<file path="config.mk">
export PLATFORM = sky130hd
export DESIGN_NAME = rf_arbiter_flat
export DESIGN_NICKNAME = d
export VERILOG_FILES = /design/src/rtl/sys_pkg.sv /design/src/rtl/rf_arbiter_if.sv /design/src/rtl/rf_arbiter_rr_arb2.sv /design/src/rtl/rf_arbiter.sv /design/src/flat_wrapper.sv
export SDC_FILE = /design/constraint.sdc
export NUM_CORES = 1
export LEC_CHECK = 0
export CORE_MARGIN = 5
export CORE_UTILIZATION = 30
export DETAILED_ROUTE_END_ITERATION = 10
export DONT_BUFFER_PORTS = 1
export GPL_TIMING_DRIVEN = 0
export PLACE_DENSITY = 0.54
export SETUP_SLACK_MARGIN = 0.2
export SLEW_MARGIN = 25
export SYNTH_ARGS = -nofsm -noshare
export SYNTH_HDL_FRONTEND = slang
export SYNTH_SLANG_ARGS = --single-unit
</file>
<file path="constraint.sdc">
create_clock -name CLK -period 2.37 [get_ports CLK]
set_input_delay 0.474 -clock CLK [delete_from_list [all_inputs] [get_ports CLK]]
set_output_delay 0.474 -clock CLK [all_outputs]
set_load 0.01 [all_outputs]
</file>
<file path="src/rtl/sys_pkg.sv">
// Shared definitions for the register-file arbiter: FSM encoding and default timeout.
package sys_pkg;

  typedef enum logic [1:0] {
    ST_IDLE  = 2'd0,
    ST_ISSUE = 2'd1,
    ST_WAIT  = 2'd2,
    ST_RESP  = 2'd3
  } state_e;

  localparam int TIMEOUT_DEFAULT = 8;

endpackage

</file>
<file path="src/rtl/rf_arbiter_if.sv">
// Requester-side and register-file-side bundles of the arbiter.
// Handshake: a requester holds REQ and its fields stable until it samples GNT=1,
// then drops REQ on that same edge; GNT, RDATA_VLD and ERR are one-cycle pulses.
interface rf_req_if #(
  parameter int DATA_WIDTH = 8,
  parameter int RF_ADDR    = 4
);
  logic                  REQ;
  logic                  WR;
  logic [RF_ADDR-1:0]    ADDR;
  logic [DATA_WIDTH-1:0] WDATA;
  logic                  GNT;
  logic [DATA_WIDTH-1:0] RDATA;
  logic                  RDATA_VLD;
  logic                  ERR;

  modport master (output REQ, WR, ADDR, WDATA, input GNT, RDATA, RDATA_VLD, ERR);
  modport slave  (input REQ, WR, ADDR, WDATA, output GNT, RDATA, RDATA_VLD, ERR);
endinterface

interface rf_bus_if #(
  parameter int DATA_WIDTH = 8,
  parameter int RF_ADDR    = 4
);
  logic                  WrEn;
  logic                  RdEn;
  logic [RF_ADDR-1:0]    Address;
  logic [DATA_WIDTH-1:0] WrData;
  logic [DATA_WIDTH-1:0] RdData;
  logic                  RdData_VLD;

  modport master (output WrEn, RdEn, Address, WrData, input RdData, RdData_VLD);
  modport slave  (input WrEn, RdEn, Address, WrData, output RdData, RdData_VLD);
endinterface

</file>
<file path="src/rtl/rf_arbiter_rr_arb2.sv">
// Two-way round-robin pick; the pointer moves away from the winner on each grant.
module rr_arb2 (
  input  logic       clk_i,
  input  logic       rst_ni,
  input  logic [1:0] req_i,
  input  logic       update_i,
  output logic       idx_o
);

  logic prio_q;

  always_comb begin
    idx_o = req_i[1];
    if (req_i == 2'b11) idx_o = prio_q;
  end

  always_ff @(posedge clk_i or negedge rst_ni) begin
    if (!rst_ni)       prio_q <= 1'b0;
    else if (update_i) prio_q <= ~idx_o;
  end

endmodule

</file>
<file path="src/rtl/rf_arbiter.sv">
// Arbitrates two requesters onto one register-file port; all outputs are registered
// so each strobe/pulse is visible during the FSM state that owns it.
module rf_arbiter
  import sys_pkg::*;
#(
  parameter int DATA_WIDTH = 8,
  parameter int RF_ADDR    = 4,
  parameter int TIMEOUT    = TIMEOUT_DEFAULT
) (
  input  logic      CLK,
  input  logic      RST,
  rf_req_if.slave   r0,
  rf_req_if.slave   r1,
  rf_bus_if.master  rf,
  output state_e    dbg_state_o
);

  localparam int CNT_W = (TIMEOUT > 1) ? $clog2(TIMEOUT) : 1;

  state_e                state_q, state_d;
  logic                  owner_q, owner_d;
  logic                  wr_q, wr_d;
  logic [CNT_W-1:0]      cnt_q, cnt_d;
  logic                  wren_q, wren_d, rden_q, rden_d;
  logic [RF_ADDR-1:0]    address_q, address_d;
  logic [DATA_WIDTH-1:0] wrdata_q, wrdata_d;
  logic [1:0]            gnt_q, gnt_d, rvld_q, rvld_d, err_q, err_d;
  logic [DATA_WIDTH-1:0] rdata0_q, rdata0_d, rdata1_q, rdata1_d;

  logic [1:0] req;
  logic       pick;
  logic       arb_update;

  assign req        = {r1.REQ, r0.REQ};
  assign arb_update = (state_q == ST_IDLE) && (|req);

  rr_arb2 u_rr_arb2 (
    .clk_i    (CLK),
    .rst_ni   (RST),
    .req_i    (req),
    .update_i (arb_update),
    .idx_o    (pick)
  );

  always_comb begin
    state_d   = state_q;
    owner_d   = owner_q;
    wr_d      = wr_q;
    cnt_d     = cnt_q;
    wren_d    = 1'b0;
    rden_d    = 1'b0;
    address_d = address_q;
    wrdata_d  = wrdata_q;
    gnt_d     = 2'b00;
    rvld_d    = 2'b00;
    err_d     = 2'b00;
    rdata0_d  = rdata0_q;
    rdata1_d  = rdata1_q;
    case (state_q)
      ST_IDLE: begin
        if (|req) begin
          owner_d   = pick;
          wr_d      = pick ? r1.WR : r0.WR;
          address_d = pick ? r1.ADDR : r0.ADDR;
          wrdata_d  = pick ? r1.WDATA : r0.WDATA;
          state_d   = ST_ISSUE;
          // Strobes are set on entry so they are seen during ISSUE itself.
          if (wr_d) begin
            wren_d      = 1'b1;
            gnt_d[pick] = 1'b1;
          end else begin
            rden_d = 1'b1;
          end
        end
      end
      ST_ISSUE: begin
        cnt_d   = '0;
        state_d = wr_q ? ST_IDLE : ST_WAIT;
      end
      ST_WAIT: begin
        if (rf.RdData_VLD || (cnt_q == CNT_W'(TIMEOUT - 1))) begin
          state_d        = ST_RESP;
          gnt_d[owner_q]  = 1'b1;
          rvld_d[owner_q] = 1'b1;
          err_d[owner_q]  = ~rf.RdData_VLD;
          if (owner_q) rdata1_d = rf.RdData_VLD ? rf.RdData : '1;
          else         rdata0_d = rf.RdData_VLD ? rf.RdData : '1;
        end else begin
          cnt_d = cnt_q + CNT_W'(1);
        end
      end
      ST_RESP: state_d = ST_IDLE;
      default: state_d = ST_IDLE;
    endcase
  end

  always_ff @(posedge CLK or negedge RST) begin
    if (!RST) begin
      state_q   <= ST_IDLE;
      owner_q   <= 1'b0;
      wr_q      <= 1'b0;
      cnt_q     <= '0;
      wren_q    <= 1'b0;
      rden_q    <= 1'b0;
      address_q <= '0;
      wrdata_q  <= '0;
      gnt_q     <= 2'b00;
      rvld_q    <= 2'b00;
      err_q     <= 2'b00;
      rdata0_q  <= '0;
      rdata1_q  <= '0;
    end else begin
      state_q   <= state_d;
      owner_q   <= owner_d;
      wr_q      <= wr_d;
      cnt_q     <= cnt_d;
      wren_q    <= wren_d;
      rden_q    <= rden_d;
      address_q <= address_d;
      wrdata_q  <= wrdata_d;
      gnt_q     <= gnt_d;
      rvld_q    <= rvld_d;
      err_q     <= err_d;
      rdata0_q  <= rdata0_d;
      rdata1_q  <= rdata1_d;
    end
  end

  assign rf.WrEn      = wren_q;
  assign rf.RdEn      = rden_q;
  assign rf.Address   = address_q;
  assign rf.WrData    = wrdata_q;
  assign r0.GNT       = gnt_q[0];
  assign r1.GNT       = gnt_q[1];
  assign r0.RDATA_VLD = rvld_q[0];
  assign r1.RDATA_VLD = rvld_q[1];
  assign r0.ERR       = err_q[0];
  assign r1.ERR       = err_q[1];
  assign r0.RDATA     = rdata0_q;
  assign r1.RDATA     = rdata1_q;
  assign dbg_state_o  = state_q;

endmodule
</file>
<file path="src/flat_wrapper.sv">
// flat-port wrapper written by rule: the top's interface ports become plain ports
module rf_arbiter_flat import sys_pkg::*;
#(
  parameter int DATA_WIDTH = 8,
  parameter int RF_ADDR    = 4,
  parameter int TIMEOUT    = TIMEOUT_DEFAULT
)
  (CLK, RST, dbg_state_o, r0_REQ, r0_WR, r0_ADDR, r0_WDATA, r0_GNT, r0_RDATA, r0_RDATA_VLD, r0_ERR, r1_REQ, r1_WR, r1_ADDR, r1_WDATA, r1_GNT, r1_RDATA, r1_RDATA_VLD, r1_ERR, rf_WrEn, rf_RdEn, rf_Address, rf_WrData, rf_RdData, rf_RdData_VLD);
  rf_req_if #(.DATA_WIDTH(DATA_WIDTH), .RF_ADDR(RF_ADDR)) r0_i ();
  rf_req_if #(.DATA_WIDTH(DATA_WIDTH), .RF_ADDR(RF_ADDR)) r1_i ();
  rf_bus_if #(.DATA_WIDTH(DATA_WIDTH), .RF_ADDR(RF_ADDR)) rf_i ();
  input  logic CLK;
  input  logic RST;
  output state_e dbg_state_o;
  input wire logic [$bits(r0_i.REQ)-1:0] r0_REQ;
  input wire logic [$bits(r0_i.WR)-1:0] r0_WR;
  input wire logic [$bits(r0_i.ADDR)-1:0] r0_ADDR;
  input wire logic [$bits(r0_i.WDATA)-1:0] r0_WDATA;
  output wire logic [$bits(r0_i.GNT)-1:0] r0_GNT;
  output wire logic [$bits(r0_i.RDATA)-1:0] r0_RDATA;
  output wire logic [$bits(r0_i.RDATA_VLD)-1:0] r0_RDATA_VLD;
  output wire logic [$bits(r0_i.ERR)-1:0] r0_ERR;
  input wire logic [$bits(r1_i.REQ)-1:0] r1_REQ;
  input wire logic [$bits(r1_i.WR)-1:0] r1_WR;
  input wire logic [$bits(r1_i.ADDR)-1:0] r1_ADDR;
  input wire logic [$bits(r1_i.WDATA)-1:0] r1_WDATA;
  output wire logic [$bits(r1_i.GNT)-1:0] r1_GNT;
  output wire logic [$bits(r1_i.RDATA)-1:0] r1_RDATA;
  output wire logic [$bits(r1_i.RDATA_VLD)-1:0] r1_RDATA_VLD;
  output wire logic [$bits(r1_i.ERR)-1:0] r1_ERR;
  output wire logic [$bits(rf_i.WrEn)-1:0] rf_WrEn;
  output wire logic [$bits(rf_i.RdEn)-1:0] rf_RdEn;
  output wire logic [$bits(rf_i.Address)-1:0] rf_Address;
  output wire logic [$bits(rf_i.WrData)-1:0] rf_WrData;
  input wire logic [$bits(rf_i.RdData)-1:0] rf_RdData;
  input wire logic [$bits(rf_i.RdData_VLD)-1:0] rf_RdData_VLD;
  assign r0_i.REQ = r0_REQ;
  assign r0_i.WR = r0_WR;
  assign r0_i.ADDR = r0_ADDR;
  assign r0_i.WDATA = r0_WDATA;
  assign r0_GNT = r0_i.GNT;
  assign r0_RDATA = r0_i.RDATA;
  assign r0_RDATA_VLD = r0_i.RDATA_VLD;
  assign r0_ERR = r0_i.ERR;
  assign r1_i.REQ = r1_REQ;
  assign r1_i.WR = r1_WR;
  assign r1_i.ADDR = r1_ADDR;
  assign r1_i.WDATA = r1_WDATA;
  assign r1_GNT = r1_i.GNT;
  assign r1_RDATA = r1_i.RDATA;
  assign r1_RDATA_VLD = r1_i.RDATA_VLD;
  assign r1_ERR = r1_i.ERR;
  assign rf_WrEn = rf_i.WrEn;
  assign rf_RdEn = rf_i.RdEn;
  assign rf_Address = rf_i.Address;
  assign rf_WrData = rf_i.WrData;
  assign rf_i.RdData = rf_RdData;
  assign rf_i.RdData_VLD = rf_RdData_VLD;
  rf_arbiter #(.DATA_WIDTH(DATA_WIDTH), .RF_ADDR(RF_ADDR), .TIMEOUT(TIMEOUT)) u_core (.CLK(CLK), .RST(RST), .r0(r0_i), .r1(r1_i), .rf(rf_i), .dbg_state_o(dbg_state_o));
endmodule
</file>
==> results of run 1 <==
==> registers in the layout (all words and copies together) (netlist names), named ones only <==
| name | count |
|---|---|
| u_core.u_rr_arb2.prio_q | 1 |
| u_core.r0.RDATA | 8 |
| u_core.rvld_q | 2 |
| u_core.rf.Address | 4 |
| u_core.cnt_q | 3 |
| u_core.dbg_state_o | 1 |
| u_core.err_q | 2 |
| u_core.gnt_q | 2 |
| u_core.r1.RDATA | 8 |
| u_core.owner_q | 1 |
| u_core.wr_q | 1 |
| u_core.rf.RdEn | 1 |
| u_core.rf.WrEn | 1 |
| u_core.rf.WrData | 8 |
==> synthesized netlist by cell type (2+ instances only) <==
cell type,n
a21boi_0,2
a21o_1,2
a221o_1,12
a22o_1,6
and3_1,13
clkbuf_1,4
dfrtp_1,44
ha_1,2
mux2_2,16
nand2_1,3
nand2b_1,10
nor2_1,4
nor2b_1,2
==> worst min path at each step <==
stage                     startpoint                         end  slack, ps  depth (start not counted)
final                            RST             u_core.cnt_q[2]         20                          1
after floorplan                  RST  asynchronous set/reset pin        180                          0
after CTS                        RST       u_core.dbg_state_o[0]         20                          1
after global placement           RST          u_core.r0.RDATA[5]        180                          0
after global routing             RST          u_core.r0.RDATA[7]         30                          1
after detailed placement         RST          u_core.r0.RDATA[6]        180                          0
==> cell type report <==
| type | instances | area, sq um |
|---|---|---|
| Tap cell | 75 | 93.84 |
| Clock buffer | 6 | 72.57 |
| Inverter | 1 | 3.754 |
| Fill cell | 576 | 3884 |
| Buffer | 7 | 38.79 |
| Sequential cell | 44 | 1101 |
| Multi-Input combinational cell | 85 | 699.4 |
| Clock inverter | 2 | 35.03 |
| Timing Repair Buffer | 1 | 27.53 |
==> cell families after synthesis <==
family                     after synthesis
DFF                                     44
and+or+nand+nor                         37
AOI/OAI and AO/OA                       29
muxes                                   17
buffers and inverters                    8
adders and majority gates                2
==> what timing repair did <==
action                    4_1_cts  5_1_grt
hold endpoints to repair       44        0
resized for setup               0        0
hold buffers                    1        0
==> stage by stage <==
step	setup slack (ps)	total power [mW]	hold WS (ps)	area (sq um)
6_report	410.7	2.681	20.22	2072
5_1_grt	286.8	2.871	25.14	2072
4_1_cts	383.1	2.732	16.57	2072
3_5_place_dp	402.5	2.150	179.7	1937
3_3_place_gp	470.6	2.080	179.6	1937
2_1_floorplan	610.8	1.924	178.4	1843
==> power groups by stage <==
stage / Clock (mW) / Sequential [mW] / Combinational [mW]
final: 0.552 / 1.46 / 0.667
after global placement: 0 / 1.47 / 0.613
after detailed placement: 0 / 1.48 / 0.669
after floorplan: 0 / 1.38 / 0.540
after CTS: 0.577 / 1.47 / 0.681
after global routing: 0.606 / 1.51 / 0.755
==> worst max-delay path, cell delays in order (launching register included) <==
cell and delay [ps]:
dfrtp_1 410, ha_1 220, ha_1 190, nor2_1 370, nor3b_2 130, buf_4 210
mux2_1 320
==> routing by layer <==
metal  wire, um  up-vias  track usage, %
met5          0        -               0
met4          8        0           2.473
met3        516        2           5.587
met2       2155       71           20.26
met1       1694      588           13.46
li1           -      523               -
==> results, run 1 <==
- The fraction of synthesized area in multiplexers is 10.39%.
- Clock skew on the completed layout was measured at 9.612 ps.
- At the pin with the least slew margin, the transition time is 566.4 ps.
- The library cell used most frequently in the layout, excluding fill and tap cells, is dfrtp_1.
- The sequential element share of the synthesized area is 59.74%.
- The initial DRC count is 27.
- Leaving out fill and tap cells, the most frequent cells in the layout are dfrtp_1 (44), mux2_2 (16), and3_1 (13), a221o_1 (12), nand2b_1 (10).
- The total number of yosys warnings is 0.
- CTS built an H-tree with a depth of 2.
- The number of buffers inserted by post-CTS setup repair is 0.
- Setup repair after global routing left no endpoint under its margin.
- The number of max-cap violations is 0.
- The post-synthesis cell count is 137.
- The total vias in the final route is 1,184.
- Before antenna repair, the detailed router went through 4 iterations.
- When the netlist entered floorplanning its net count stood at 178.
- The part of the power in the clock network is 20.6%.
- In this run the critical register-to-register path is launched from u_core.cnt_q[0].
- Clock tree synthesis inserted a total of 5 buffers.
- The remaining global-route overflow is 0.
- STA puts the critical path data required time at 2540 ps.
- Cell internal power was estimated by the tool at 1.737 mW.
- The maximum number of pins on one net before global-route repair is 45.
- The final-report setup violation count is 0.
- The number of antenna diodes in the final layout is 0.
- Measured on the finished design, the core utilization comes to 34.79%.
- In the final routed layout, each cell accounts on average for 19.79 um.
- The largest total area in the synthesized netlist belongs to dfrtp_1.
- The post-route fraction of the period consumed by the critical path is 82.67%.
- Summing the areas of all fa, ha and maj instances in the mapped netlist gives 1.358% of the synthesized area.
- The cell count of the worst reg-to-reg path is 6.
- After synthesis, the mean cell area works out to 13.45 sq um.
- The basic-gate share of the synthesized area counting and, or, nand and nor cells is 12.42%.
- In this run the biggest area consumer among cell types represents 59.74% of the synthesized area.
- The synthesized netlist devotes 0% of its cell area to XOR and XNOR gates.
- For this run, the top clock speed supported by timing is 0.5104 GHz.
- Once layout is complete, the cells apart from fillers number 221.
- Global routing used 11.80% of the available tracks across all layers.
- Yosys mapped a number of flops with a built-in enable equal to 0.
- The final layout contains routed wiring with a total length of 4374 um.
- The effective utilization at floorplan is 30.95%.
- Input and output buffers added on the ports amount to 0.
- At the end of routability-driven placement, the weighted congestion stood at 0.7299.
- Of the total power, combinational logic draws 24.9%.
- The start point of the critical path is u_core.cnt_q[0].
- The minimum period implied by the final worst setup slack is 1959 ps.
- Once detail routing completed, the nets flagged for antenna violations numbered 0.
- The arrival time at the worst endpoint is 2130 ps.
- In the final layout, the share of cells above drive strength 1 is 21.92%.
- The total number of clock tree sinks is 44.
- The synthesized design contains 44 register bits.
- In the post-synthesis netlist, the biggest area contributors are dfrtp_1 (60%), mux2_2 (9.8%), a221o_1 (6.5%), and3_1 (4.4%), nand2b_1 (3.4%).
- The clock latency at the later pin of the worst-skew pair is 290 ps.
- STA classifies the critical path startpoint as a flip-flop.
- The hold violation total from the final report is 0.
- In this run the worst path has a maximum fanout of 10.
- The die outline height is 88.38 um.
- The initial antenna violation count was 0.
- The endpoint of the worst-slack reg-to-reg timing path is u_core.r1.RDATA[5].
- In this run the power density over the cells is 1294 mW/mm^2.
- The cell area after synthesis is 0.001843 sq mm.
- The number of global-route vias before repair is 1,370.
- By area, the combinational part of the netlist is dominated by compound AO/OA/AOI/OAI gates.
- Headroom to the max-slew limit came out at 62.12%.
- The total number of placement rows is 28.
- The category of the critical setup timing path is flip-flop to flip-flop.
- From left edge to right edge, the die measures 88.38 um.
- In this run the count of I/O pins placed on the die edge is 77.
- The DRC violation count after routing is 0.
- Compared with the post-synthesis result, the final layout area differs by 12.42%.
- The first-pass GRT wire length is 7003 um.
- Clock tree synthesis selected as its root buffer the cell clkbuf_8.
- The flow ran to the end, and the final reports show no timing, DRC or antenna violations.
- The leakage power of the design is 0.9389 nW.
- The longest clock path from root to sink contains 2 buffers.
- The count of placed standard cells including taps is 212.
- For this run, the leading register cell type out of synthesis is dfrtp_1.
- The sequential share of power is 54.5%.
- Clock-pin slew was measured on the worst setup and hold paths at 80 ps.
- In this run switching power makes up 35.22% of total power.
- The maximum vdd ir drop is 0.6140 mV.
- Setup slack on the worst reg-to-reg path comes out at 410 ps.
- Summing the areas of all compound-gate instances in the mapped netlist gives 13.78% of the synthesized area.
- The ratio of routed vias to standard cells is 5.357.
- The CTS tree is yes.
- The type of the tightest min-delay check is input port to asynchronous set/reset pin.
- The timing endpoint of the critical path is u_core.r1.RDATA[5].
- The number of nets in the finished design is 186.
- The critical path endpoint category is a flip-flop.
- After floorplanning, the core was sized to cover 0.005956 sq mm.
- The switching power of the nets is 0.9445 mW.
- For this run, asynchronously set or reset flops after synthesis account for 100.0%.
- The number of distinct library cells after synthesis is 30.
- The estimated wirelength of the detail-placed design is 3314 um.
- The final max-slew violation count is 0.
- For the final routed database, the setup TNS stands at 0 ps.
- The total die area is 0.007811 sq mm.
Power figures use the tool's default switching activity.
==> run 2, diff against run 1 <==
Clock period 2.37 ns to 2 ns, I/O delays scaled along.
==> results, run 2 (synthesized netlist as in run 1, its figures left out) <==
- The total power is 3.253 mW.
- The sequential share of power is 53.7%.
- The placed instances occupy a cell area of 0.001937 sq mm.
- In the layout the commonest cells are dfrtp_1 (42), mux2_2 (16), and3_1 (13), a221o_1 (12), nand2b_1 (9).
- The remaining antenna violation count is 0.
- The clock passes through at most 2 buffers.
- In this run, the combinational gates consume 26.2% of the power.
- The floorplan step defined a die boundary enclosing 0.007811 sq mm.
- Across the VDD grid, the largest voltage drop is 0.7440 mV.
- The actual slew at the worst max-slew pin is 506.9 ps.
- The utilization after layout is 36.49%.
- The post-route non-filler standard cell count is 228.
- The type of the tightest min-delay check is input port to flip-flop.
- The relative area change from synthesis to final layout is 17.92%.
- The placeable core area is 0.005956 sq mm.
- The final clock skew is 9.137 ps.
- The final weighted congestion in routability-driven placement is 0.7299.
- The critical path endpoint category is a flip-flop.
- Setup repair after global routing left no endpoint under its margin.
- The flow ran to the end, and the final reports show no timing, DRC or antenna violations.
- STA puts the critical path data required time at 2170 ps.
- The sequential cell area in the final layout is 0.001104 sq mm.
- The number of global-route vias before repair came to 1,394.
- The switching power of the nets is 1.143 mW.
- For this configuration, the core starts out at a cell density of 30.95%.
- The initial antenna violation count is 0.
- In this run the number of H-tree levels came out at 2.
- For the worst-skew pair, the clock arrives at the later sink with an insertion delay of 290 ps.
- Measured in cells, the most critical reg-to-reg path has a length of 6.
- Across all layers, the routed design uses 1,224 vias.
- STA classifies the critical path startpoint as a flip-flop.
- The die outline height is 88.38 um.
- The design area is 0.002173 sq mm.
- The hold violation total from the final report is 0.
- The number of nets in the finished design is 193.
- The post-route fraction of the period consumed by the critical path is 86.20%.
- In this run the static leakage power is 0.9828 nW.
- The endpoint identified for the worst register-to-register timing path is u_core.r1.RDATA[4].
- The minimum period implied by the final worst setup slack is 1724 ps.
- Entering global routing, the biggest net connects 45 pins.
- For this run, the detailed router's first-pass iteration total came to 4.
- The tool flagged a number of max-cap violations equal to 0.
- The internal power contribution is 2.110 mW.
- The die is 88.38 um wide.
- The remaining global-route overflow is 0.
- The part of the power in the clock network is 20.1%.
- The largest driver fanout on the critical path is 5.
- The initial DRC count is 31.
- The worst setup timing slack at the placement stage is 32.50 ps.
- The total number of clock tree sinks is 44.
- Of the total power, the share spent switching nets is 35.15%.
- In the final routed layout, each cell accounts on average for 19.69 um.
- The most critical setup path has its endpoint at u_core.r1.RDATA[4].
- The ratio of routed vias to standard cells is 5.368.
- The final-report setup violation count is 0.
- 77 I/O pins were placed.
- Cells with a size suffix above 1 make up 28.10% of the layout.
- The estimated wirelength of the detail-placed design is 3314 um.
- In this run the tightest slew margin relative to its limit is 65.98%.
- The fill cell total of the finished layout is 577.
- The cell at the root of the clock tree is clkbuf_8.
- The final max-slew violation count was 0.
- In the final layout, the multi-input gates occupy 723.2 sq um.
- In the post-route analysis, the smallest setup slack over all paths is 276.1 ps.
- The clock-pin slew reported for the worst setup and hold paths after clock tree synthesis is 80 ps.
- The number of clock buffers added by TritonCTS is 5.
- The reg-to-reg setup timing slack is 280 ps.
- The number of port buffers is 0.
- Across all hold checks on the routed design, the worst slack comes to 229.1 ps.
- The critical path starts at u_core.cnt_q[1].
- For this run, the top clock speed supported by timing is 0.5801 GHz.
- The post-route setup TNS is 0 ps.
- The launch instance of the worst register-to-register path is u_core.cnt_q[1].
- The number of diodes added for antenna fixing is 0.
- For this run, design rule violations remaining after detail routing come to 0.
- The total wirelength of the detailed-routed design is 4489 um.
- Dividing total power by cell area gives a power density of 1497 mW/mm^2.
- The first global-routing pass estimated 7024 um of wire.
- In the global route stage, overall resource usage came out at 11.80%.
- The total number of placement rows is 28.
- The commonest non-fill, non-tap cell in the layout is dfrtp_1.
- The critical path is of the flip-flop to flip-flop type.
- The CTS tree is yes.
- The arrival time at the worst endpoint is 1900 ps.
- The count of placed standard cells including taps is 212.
## run 2: cell types whose count changed in the layout (fill, tap and decap cells not counted), sizes merged
cell,delta
buf,+6
dlygate4sd3,+1
## run 2: power by group through the flow
stage / Combinational [mW] / Sequential (mW) / Clock [mW]
global placement: 0.726 / 1.74 / 0
floorplan: 0.640 / 1.64 / 0
global route: 0.958 / 1.80 / 0.718
finish: 0.854 / 1.75 / 0.654
CTS: 0.834 / 1.75 / 0.684
detailed placement: 0.793 / 1.76 / 0
## run 2: cell type report
cell class,instances,share of cell area (%)
clock inverters,2,1.612
inverters,1,0.1727
plain buffers,7,1.957
well taps,75,4.318
clock buffers,6,3.339
flip-flops and latches,44,50.78
repair buffers,8,4.548
multi-input cells,85,33.28
## run 2: worst min path at each step
stage	start	cells past startpoint	slack, ps	to
after floorplan	RST	0	100	asynchronous set/reset pin
after global placement	RST	0	110	u_core.r0.RDATA[5]
after detailed placement	RST	0	110	u_core.r0.RDATA[6]
after CTS	r1_WR	1	220	u_core.gnt_q[1]
after global routing	r1_WR	1	220	u_core.gnt_q[1]
final	r1_WR	1	230	u_core.gnt_q[1]
## run 2: critical path, stage by stage (launching register included)
cell and delay, ps:
dfrtp_1 390, ha_1 170, ha_2 210, nor2_4 60, nor3b_4 260, buf_6 170, mux2_2 330
## run 2: routing by layer
| layer | routed length (um) | GRT usage (%) | vias up |
|---|---|---|---|
| li1 | - | - | 538 |
| met1 | 1669 | 13.29 | 607 |
| met2 | 2228 | 20.46 | 74 |
| met3 | 553 | 5.587 | 5 |
| met4 | 38 | 2.473 | 0 |
| met5 | 0 | 0 | - |
## run 2: what timing repair did
action	in CTS	in global routing
setup endpoints to repair	17	17
pin swaps	1	1
hold endpoints to repair	44	0
cloned	0	1
gates resized for setup	3	8
hold buffers	2	0
setup buffers	2	3
